<file path="config.mk">
export PLATFORM = sky130hd
export DESIGN_NAME = traffic_phase_controller_flat
export DESIGN_NICKNAME = d
export VERILOG_FILES = /design/src/rtl/traffic_phase_controller_if.sv /design/src/rtl/traffic_phase_controller.sv /design/src/flat_wrapper.sv
export SDC_FILE = /design/constraint.sdc
export NUM_CORES = 1
export LEC_CHECK = 0
export ABC_AREA = 1
export CORE_MARGIN = 3
export CORE_UTILIZATION = 30
export DETAILED_ROUTE_END_ITERATION = 8
export GPL_TIMING_DRIVEN = 0
export PLACE_DENSITY = 0.58
export SYNTH_ARGS = -nofsm -noshare
export SYNTH_HDL_FRONTEND = slang
export SYNTH_SLANG_ARGS = --single-unit
</file>
<file path="constraint.sdc">
create_clock -name clock -period 2.82 [get_ports clock]
set_clock_uncertainty 0.05 [all_clocks]
set_input_delay 0.564 -clock clock [delete_from_list [all_inputs] [get_ports clock]]
set_output_delay 0.564 -clock clock [all_outputs]
set_load 0.02 [all_outputs]
</file>
<file path="src/rtl/traffic_phase_controller_if.sv">
// Signal bundle between the phase controller and its environment: demand inputs in,
// lamp drives and debug state out.
interface traffic_phase_controller_if;
  logic       tick;
  logic       ped_req;
  logic       car_e;
  logic       night;
  logic       rn;
  logic       yn;
  logic       gn;
  logic       re;
  logic       ye;
  logic       ge;
  logic       walk;
  logic       ped_pending;
  logic [2:0] phase;

  modport master (
    output tick, ped_req, car_e, night,
    input  rn, yn, gn, re, ye, ge, walk, ped_pending, phase
  );

  modport slave (
    input  tick, ped_req, car_e, night,
    output rn, yn, gn, re, ye, ge, walk, ped_pending, phase
  );
endinterface

</file>
<file path="src/rtl/traffic_phase_controller.sv">
// Demand-driven phase sequencer for a two-road intersection: N/S rests in green, E/W and
// pedestrian phases are served on request, with E/W green extensions and a flashing night mode.
module traffic_phase_controller #(
  parameter int unsigned GREEN_TICKS  = 20,
  parameter int unsigned YELLOW_TICKS = 8,
  parameter int unsigned ALLRED_TICKS = 4,
  parameter int unsigned WALK_TICKS   = 16,
  parameter int unsigned EXT_TICKS    = 8,
  parameter int unsigned MAX_EXT      = 2,
  parameter int unsigned TW           = 8
) (
  input logic                      clock,
  input logic                      reset,
  traffic_phase_controller_if.slave bus
);

  typedef enum logic [2:0] {
    StNsGreen  = 3'd0,
    StNsYellow = 3'd1,
    StAllRedA  = 3'd2,
    StEwGreen  = 3'd3,
    StEwYellow = 3'd4,
    StAllRedB  = 3'd5,
    StWalk     = 3'd6,
    StFlash    = 3'd7
  } state_e;

  localparam int unsigned ExtW = (MAX_EXT > 0) ? $clog2(MAX_EXT + 1) : 1;

  localparam logic [TW-1:0]   GreenLoad  = TW'(GREEN_TICKS - 1);
  localparam logic [TW-1:0]   YellowLoad = TW'(YELLOW_TICKS - 1);
  localparam logic [TW-1:0]   AllRedLoad = TW'(ALLRED_TICKS - 1);
  localparam logic [TW-1:0]   WalkLoad   = TW'(WALK_TICKS - 1);
  localparam logic [TW-1:0]   ExtLoad    = TW'(EXT_TICKS - 1);
  localparam logic [ExtW-1:0] MaxExt     = ExtW'(MAX_EXT);

  // Lamp vector order: {rn, yn, gn, re, ye, ge, walk}
  localparam logic [6:0] LampsReset = 7'b001_100_0;

  function automatic logic [TW-1:0] load(state_e s);
    case (s)
      StNsGreen, StEwGreen:   load = GreenLoad;
      StNsYellow, StEwYellow: load = YellowLoad;
      StAllRedA, StAllRedB:   load = AllRedLoad;
      StWalk:                 load = WalkLoad;
      default:                load = '0;
    endcase
  endfunction

  state_e          state_q, state_d;
  logic [TW-1:0]   cnt_q, cnt_d;
  logic [ExtW-1:0] ext_q, ext_d;
  logic            ped_q, ped_d;
  logic            flash_q, flash_d;
  logic [6:0]      lamps_q, lamps_d;
  logic            ped_eff;

  always_comb begin
    state_d = state_q;
    cnt_d   = cnt_q;
    ext_d   = ext_q;
    flash_d = flash_q;
    // A button press on the expiring cycle counts as already latched.
    ped_eff = ped_q | (bus.ped_req & (state_q != StWalk));

    if (bus.tick) begin
      if (state_q == StFlash) begin
        flash_d = ~flash_q;
        if (!bus.night) state_d = StAllRedB;
      end else if (cnt_q != '0) begin
        cnt_d = cnt_q - 1'b1;
      end else begin
        case (state_q)
          StNsGreen: begin
            if (bus.night || ped_eff || bus.car_e) state_d = StNsYellow;
          end
          StNsYellow: state_d = StAllRedA;
          StAllRedA: begin
            if (bus.night)   state_d = StFlash;
            else if (ped_eff) state_d = StWalk;
            else             state_d = StEwGreen;
          end
          StEwGreen: begin
            if (bus.car_e && (ext_q < MaxExt)) begin
              cnt_d = ExtLoad;
              ext_d = ext_q + 1'b1;
            end else begin
              state_d = StEwYellow;
            end
          end
          StEwYellow, StWalk: state_d = StAllRedB;
          StAllRedB:          state_d = StNsGreen;
          default:            state_d = state_q;
        endcase
      end
    end

    if (state_d != state_q) begin
      cnt_d   = load(state_d);
      flash_d = 1'b0;
      if (state_d == StEwGreen) ext_d = '0;
    end

    ped_d = ((state_d == StWalk) && (state_q != StWalk)) ? 1'b0 : ped_eff;
  end

  // Lamps are decoded from the next state so they change on the same edge as the phase.
  always_comb begin
    lamps_d = 7'b0;
    case (state_d)
      StNsGreen:            lamps_d = 7'b001_100_0;
      StNsYellow:           lamps_d = 7'b010_100_0;
      StEwGreen:            lamps_d = 7'b100_001_0;
      StEwYellow:           lamps_d = 7'b100_010_0;
      StAllRedA, StAllRedB: lamps_d = 7'b100_100_0;
      StWalk:               lamps_d = 7'b100_100_1;
      StFlash:              lamps_d = {flash_d, 2'b00, flash_d, 3'b000};
      default:              lamps_d = 7'b0;
    endcase
  end

  always_ff @(posedge clock or negedge reset) begin
    if (!reset) begin
      state_q <= StNsGreen;
      cnt_q   <= GreenLoad;
      ext_q   <= '0;
      ped_q   <= 1'b0;
      flash_q <= 1'b0;
      lamps_q <= LampsReset;
    end else begin
      state_q <= state_d;
      cnt_q   <= cnt_d;
      ext_q   <= ext_d;
      ped_q   <= ped_d;
      flash_q <= flash_d;
      lamps_q <= lamps_d;
    end
  end

  assign bus.rn          = lamps_q[6];
  assign bus.yn          = lamps_q[5];
  assign bus.gn          = lamps_q[4];
  assign bus.re          = lamps_q[3];
  assign bus.ye          = lamps_q[2];
  assign bus.ge          = lamps_q[1];
  assign bus.walk        = lamps_q[0];
  assign bus.ped_pending = ped_q;
  assign bus.phase       = state_q;

endmodule

</file>
<file path="src/flat_wrapper.sv">
// flat-port wrapper written by rule: the top's interface ports become plain ports
module traffic_phase_controller_flat 
#(
  parameter int unsigned GREEN_TICKS  = 20,
  parameter int unsigned YELLOW_TICKS = 8,
  parameter int unsigned ALLRED_TICKS = 4,
  parameter int unsigned WALK_TICKS   = 16,
  parameter int unsigned EXT_TICKS    = 8,
  parameter int unsigned MAX_EXT      = 2,
  parameter int unsigned TW           = 8
)
  (clock, reset, bus_tick, bus_ped_req, bus_car_e, bus_night, bus_rn, bus_yn, bus_gn, bus_re, bus_ye, bus_ge, bus_walk, bus_ped_pending, bus_phase);
  traffic_phase_controller_if bus_i ();
  input logic clock;
  input logic reset;
  input wire logic [$bits(bus_i.tick)-1:0] bus_tick;
  input wire logic [$bits(bus_i.ped_req)-1:0] bus_ped_req;
  input wire logic [$bits(bus_i.car_e)-1:0] bus_car_e;
  input wire logic [$bits(bus_i.night)-1:0] bus_night;
  output wire logic [$bits(bus_i.rn)-1:0] bus_rn;
  output wire logic [$bits(bus_i.yn)-1:0] bus_yn;
  output wire logic [$bits(bus_i.gn)-1:0] bus_gn;
  output wire logic [$bits(bus_i.re)-1:0] bus_re;
  output wire logic [$bits(bus_i.ye)-1:0] bus_ye;
  output wire logic [$bits(bus_i.ge)-1:0] bus_ge;
  output wire logic [$bits(bus_i.walk)-1:0] bus_walk;
  output wire logic [$bits(bus_i.ped_pending)-1:0] bus_ped_pending;
  output wire logic [$bits(bus_i.phase)-1:0] bus_phase;
  assign bus_i.tick = bus_tick;
  assign bus_i.ped_req = bus_ped_req;
  assign bus_i.car_e = bus_car_e;
  assign bus_i.night = bus_night;
  assign bus_rn = bus_i.rn;
  assign bus_yn = bus_i.yn;
  assign bus_gn = bus_i.gn;
  assign bus_re = bus_i.re;
  assign bus_ye = bus_i.ye;
  assign bus_ge = bus_i.ge;
  assign bus_walk = bus_i.walk;
  assign bus_ped_pending = bus_i.ped_pending;
  assign bus_phase = bus_i.phase;
  traffic_phase_controller #(.GREEN_TICKS(GREEN_TICKS), .YELLOW_TICKS(YELLOW_TICKS), .ALLRED_TICKS(ALLRED_TICKS), .WALK_TICKS(WALK_TICKS), .EXT_TICKS(EXT_TICKS), .MAX_EXT(MAX_EXT), .TW(TW)) u_core (.clock(clock), .reset(reset), .bus(bus_i));
endmodule
</file>
Word-level counts from Yosys, hierarchy flattened
Index checks and enable logic that the tools add are counted.
Storage, ports and cells
  register bits after elaboration: 22
  logic and storage cells: 72
  output and inout bits: 11
Cells by class
  multiplexer cells: 28
  reduce and logical (&&, ||, !) cells: 15
  equality and inequality tests: 17
  $lt $le $gt $ge: 1
  add/subtract/negate cells: 2
  bitwise gates (word level): 3
Operators by type and width (number)
  $pmux W7 S7: 1
  $mux W8: 6
  $eq A3 B3 Y1 const B: 8
  $mux W3: 8
  $pmux W5 S4: 1
  $pmux W3 S6: 1
  $mux W2: 7
  $eq A3 B2 Y1 const B: 4
  $reduce_bool A8 Y1: 1
  $reduce_or A2 Y1: 4
  $sub A8 B1 Y8 const B: 1
  $eq A3 B1 Y1 const B: 2
  $logic_not A3 Y1: 2
  $reduce_bool A3 Y1: 2
  $mux W1: 4
  $reduce_and A4 Y1: 1
  $ne A3 B3 Y1: 1
  $ne A3 B3 Y1 const B: 1
  $add A2 B1 Y2 const B: 1
  $logic_and A1 B1 Y1: 2
  $logic_or A1 B1 Y1: 2
  $lt A2 B2 Y1 const B: 1
  $ne A2 B2 Y1 const B: 1
  $reduce_bool A2 Y1: 1
  other kinds (3): 3

Logic depth before layout (Yosys ltp)
  word-level depth: 14
  depth in mapped cells: 15
  mapped depth without buffers: 15

Worst setup path after synthesis
OpenSTA, ideal clock, no wires.
  path kind: register to register
  start point: reg u_core.cnt_q[0]
  end point: reg u_core.cnt_q[2]
  cell stages (with the launch flop): 15
  data required time: 2.645 ns
  buffers on the path: 0
  data arrival time: 1.809 ns
  setup slack: 0.836 ns
  library setup time: 0.125 ns
  clock period less this slack: 1.984 ns
  cell sequence: dfstp_2 inv_1 ha_1 nand2_1 nor2_2 nand2_1 nand3_1 nand2_1 inv_1 nand3_1 nand2_1 nor2_8 nand2_4 nand2_1 nand3_1
Between the ends
  word-level cells in the longest chain between the ends: 8
RTL lines
  start, declared: line traffic_phase_controller.sv:51  | logic [TW-1:0] cnt_q, cnt_d;
  start signal, assigned: line traffic_phase_controller.sv:125  | cnt_q <= GreenLoad;
  start signal, assigned: line traffic_phase_controller.sv:132  | cnt_q <= cnt_d;
  $reduce_bool A8 Y1: line traffic_phase_controller.sv:70  | end else if (cnt_q != '0) begin
  $mux W3: line traffic_phase_controller.sv:70
  $mux W3: line traffic_phase_controller.sv:67  | if (state_q == StFlash) begin
  $mux W3: line traffic_phase_controller.sv:66  | if (bus.tick) begin
  $eq A3 B2 Y1 (tied with other cells): line traffic_phase_controller.sv:41  | case (s)
  $reduce_or A2 Y1: line traffic_phase_controller.sv:41
  $pmux W5 S4: line traffic_phase_controller.sv:41
  $mux W8: line traffic_phase_controller.sv:98  | if (state_d != state_q) begin
Parallel ways exist; a longest one is shown, timed or not. The select of a mux whose other input is x is not followed.
A chain may end at the register's enable or synchronous reset.

Worst setup path after layout
Same ends and word-level chain as after synthesis.

==> run_results.csv <==
group,metric,value,unit
run_status,run_status,"complete, no violations",
floorplan,top_level_port_count,17,
synthesis,yosys.area.top_type_share,29.7,%
synthesis,synth-main-ff-cell,"sky130_fd_sc_hd__dfrtp_1",
clock_network,post_cts.repair.setup_buffers,0,
place,hpwlAfterDp,2.38,mm
drt,ant_nets,0,
drt,totalWireLength,3.08,mm
worst_setup_path,worstReg2RegStart,"u_core.cnt_q[0]",
clock_network,cts_sink_cnt,22,
timing,timing.final.max_slew_violations,0,
clock_network,post_cts.resized_instances,0,
power,design_power_total,0.00209,W
grt,grt_pass1_wl,5.46,mm
worst_setup_path,worst_ep_arrival_time,2360,ps
synthesis,synthDominantAreaCellType,"sky130_fd_sc_hd__dfrtp_1",
synthesis,synth_warnings,0,
worst_setup_path,crit_family,"simple AND/OR/NAND/NOR gates",
worst_setup_path,startpoint,"u_core.cnt_q[0]",
worst_setup_path,cpMostUsedCell,"sky130_fd_sc_hd__nand2_1",
synthesis,ys_seq_elements,22,
job,max_cap_viol_count,0,
cells_and_area,finish.net_count,218,
synthesis,postSynthNetCount,198,
worst_setup_path,critical_path.cell_chain,"inv_1, ha_1, nand2_1, nor2_2, nand2_1, nand3_1, nand2_1, inv_1, nand3_1, nand2_1, nor2_8, nand2_4, nand2_1, nand3_1",
worst_setup_path,cp_data_required_time,2920,ps
grt,initial_antenna_violation_count,0,
worst_setup_path,timing.critical_path.slowest_stage_cell,"sky130_fd_sc_hd__dfstp_2",
place,port_buffers,15,
synthesis,synth.top_cells.by_area,"sky130_fd_sc_hd__dfrtp_1 (30%), sky130_fd_sc_hd__nand2_1 (11%), sky130_fd_sc_hd__dfstp_2 (9.2%)",
timing,timing.final.crit_period,2270,ps
drt,vias_per_cell,4.69,
worst_setup_path,timing.critical_path.to_type,"flip-flop",
clock_network,insertion_delay,260,ps
hold_path,timing.hold.worst.start,"u_core.cnt_q[0]",
power,power.static_leakage,0.867,nW
timing,fmax,0.441,GHz
clock_network,cts-htree-levels,1,
floorplan,floorplan.initialDensity,32.0,%
timing,layout_worst_path_cycle_share,80.3,%
clock_network,root_buffer,"sky130_fd_sc_hd__clkbuf_8",
cells_and_area,layout-drive-gt1-share,18.6,%
timing,slew_headroom,32.8,%
timing,max_slew.worst_pin.slew,1000,ps
clock_network,tritoncts_clock_tree,"yes",
drt,drt_iter0_drc,83,
timing,totalNegativeSetupSlack,0,ps
floorplan,die_width,75.1,um
drt,routed-wl-met2,1.44,mm
place,post_placement_worst_setup_slack,347,ps
power,irDropWorstVdd,0.426,mV
drt,drt-met1-wl,1.54,mm
cells_and_area,n_antenna_cell,0,
synthesis,post_synth_instance_area,0.00143,mm2
drt,detailroute.via_count,1230,
grt,number_of_global_route_vias_before_repair,1175,
floorplan,core_area,0.00447,mm2
clock_network,numCtsBuffers,3,
cells_and_area,layout_common_cells,"sky130_fd_sc_hd__nand2_1 (41), sky130_fd_sc_hd__inv_1 (26), sky130_fd_sc_hd__nand3_1 (21), sky130_fd_sc_hd__nor2_1 (19), sky130_fd_sc_hd__dfrtp_1 (17)",
floorplan,die-height,75.1,um
cells_and_area,area_growth,20.0,%
drt,uppermost_layer_routed,"met4",
drt,route.detailed.drc,0,
synthesis,post_synth_edffs,0,
synthesis,syn_inst,191,
synthesis,yosysSeqAreaShare,38.9,%
power,power_density_over_the_cells,1210,mW/mm2
worst_setup_path,setup_crit_start_kind,"flip-flop",
timing,timing.final.hold_violations,0,
worst_setup_path,critPathMaxFanout,7,
grt,grt-ovfl-total,0,
worst_setup_path,cp_slowest_stage_delay,540,ps
synthesis,syn_avg_cell_area,7.49,um2
clock_network,ctsHoldBuffers,0,
synthesis,yosysUniqueCellTypes,31,
clock_network,reg_clk_slew_reported_paths,80,ps
floorplan,die_footprint,0.00564,mm2
synthesis,ys_async_sr_fraction,100,%
grt,largest_net_degree_at_the_start_of_global_routing,23,
grt,globalRouteTotalUtil,12.5,%
timing,postLayoutSetupSlackWorst,555,ps
drt,firstDrtPassIters,4,
drt,met3RoutedLength,64,um
timing,unrepaired_setup_endpoints_after_global_routing,"false",
worst_setup_path,crit_type,"flip-flop to flip-flop",
worst_setup_path,worst-path-buf-inv,2,
drt,routed_wire_length_per_instance,11.7,um
clock_network,maximum_count_of_clock_buffers_along_a_single_path,2,
floorplan,rows,24,
hold_path,hold_class,"flip-flop to flip-flop",
place,gp_congestion,0.804,
cells_and_area,final_common_cell,"sky130_fd_sc_hd__nand2_1",
timing,setup_viol_count_final,0,
## synth_stat cells (2+ instances only)
library cell and number:
sky130_fd_sc_hd__a21oi_1 6, sky130_fd_sc_hd__inv_2 7, sky130_fd_sc_hd__dfrtp_1 17, sky130_fd_sc_hd__inv_1 26
sky130_fd_sc_hd__nor3_1 2, sky130_fd_sc_hd__or2_2 2, sky130_fd_sc_hd__o21ai_0 7, sky130_fd_sc_hd__nand2_4 3
sky130_fd_sc_hd__nand3_1 21, sky130_fd_sc_hd__nor2_1 19, sky130_fd_sc_hd__nor2_2 3, sky130_fd_sc_hd__nand2_1 41
sky130_fd_sc_hd__nand4_1 8, sky130_fd_sc_hd__dfstp_2 5, sky130_fd_sc_hd__nand3_2 5, sky130_fd_sc_hd__xor2_1 3
sky130_fd_sc_hd__nand2_2 2
## sequential cells by signal, indices dropped and copies added, names as in the netlist
signal                  flops
u_core.bus.ped_pending      1
u_core.bus.phase            3
u_core.cnt_q                8
u_core.ext_q                2
u_core.flash_q              1
u_core.lamps_q              7
## power breakdown
group / leakage, nW / internal (W) / switching, W
clock: 0.0357 / 0.000190 / 0.000108
sequential: 0.266 / 0.000446 / 0.0000848
combinational: 0.565 / 0.000446 / 0.000811
total: 0.867 / 0.00108 / 0.00100
## metrics by stage
| step | cells | area [um2] | utilization, % | hold WS, ps |
|---|---|---|---|---|
| after floorplan | 191 | 1430 | - | 218 |
| after global placement | 258 | 1650 | 36.8 | 465 |
| after detailed placement | 258 | 1650 | 36.8 | 464 |
| after CTS | 262 | 1720 | 38.4 | 479 |
| after global routing | 262 | 1720 | 38.4 | 509 |
| final | 262 | 1720 | 38.4 | 478 |
## cell type report
class / count / area (um2)
plain buffers: 2 / 12.5
clock buffers: 3 / 41.3
clock inverters: 1 / 30.0
fillers: 472 / 2760
inverters: 34 / 130
multi-input cells: 133 / 732
flip-flops and latches: 22 / 557
well taps: 52 / 65.1
repair buffers: 15 / 150
## tightest hold or removal path: stages (launching register included)
cell and delay, ps:
sky130_fd_sc_hd__dfstp_2 380, sky130_fd_sc_hd__nand4_1 80, sky130_fd_sc_hd__nand3_1 70
## layer usage
layer | up-vias | GRT usage [%]
met5 | - | 0
met4 | 0 | 2.96
met3 | 2 | 1.60
met2 | 16 | 20.3
met1 | 558 | 17.8
li1 | 654 | -
## path summary, 6_finish.rpt
| path | end | slack, ps | depth (start not counted) |
|---|---|---|---|
| worst min register to register | u_core.cnt_q[0] | 480 | 2 |
| worst max register to register | u_core.cnt_q[2] | 550 | 14 |
| max in group asynchronous | u_core.lamps_q[5] | 1320 | 1 |
| worst max-delay path | u_core.cnt_q[2] | 550 | 14 |
| worst min-delay path | u_core.cnt_q[0] | 480 | 2 |
| min in group asynchronous | u_core.cnt_q[7] | 790 | 1 |
## logic make-up after synthesis
family,count (synthesis),synth area share (%)
AO/OA/AOI/OAI,19,8.30
XOR/XNOR,4,2.45
adder cells (fa/ha/maj),1,0.874
buffers and inverters,36,9.97
flip-flops,22,38.9
AND/OR/NAND/NOR,109,39.5
Note: power is estimated with default switching activity, not from simulation.
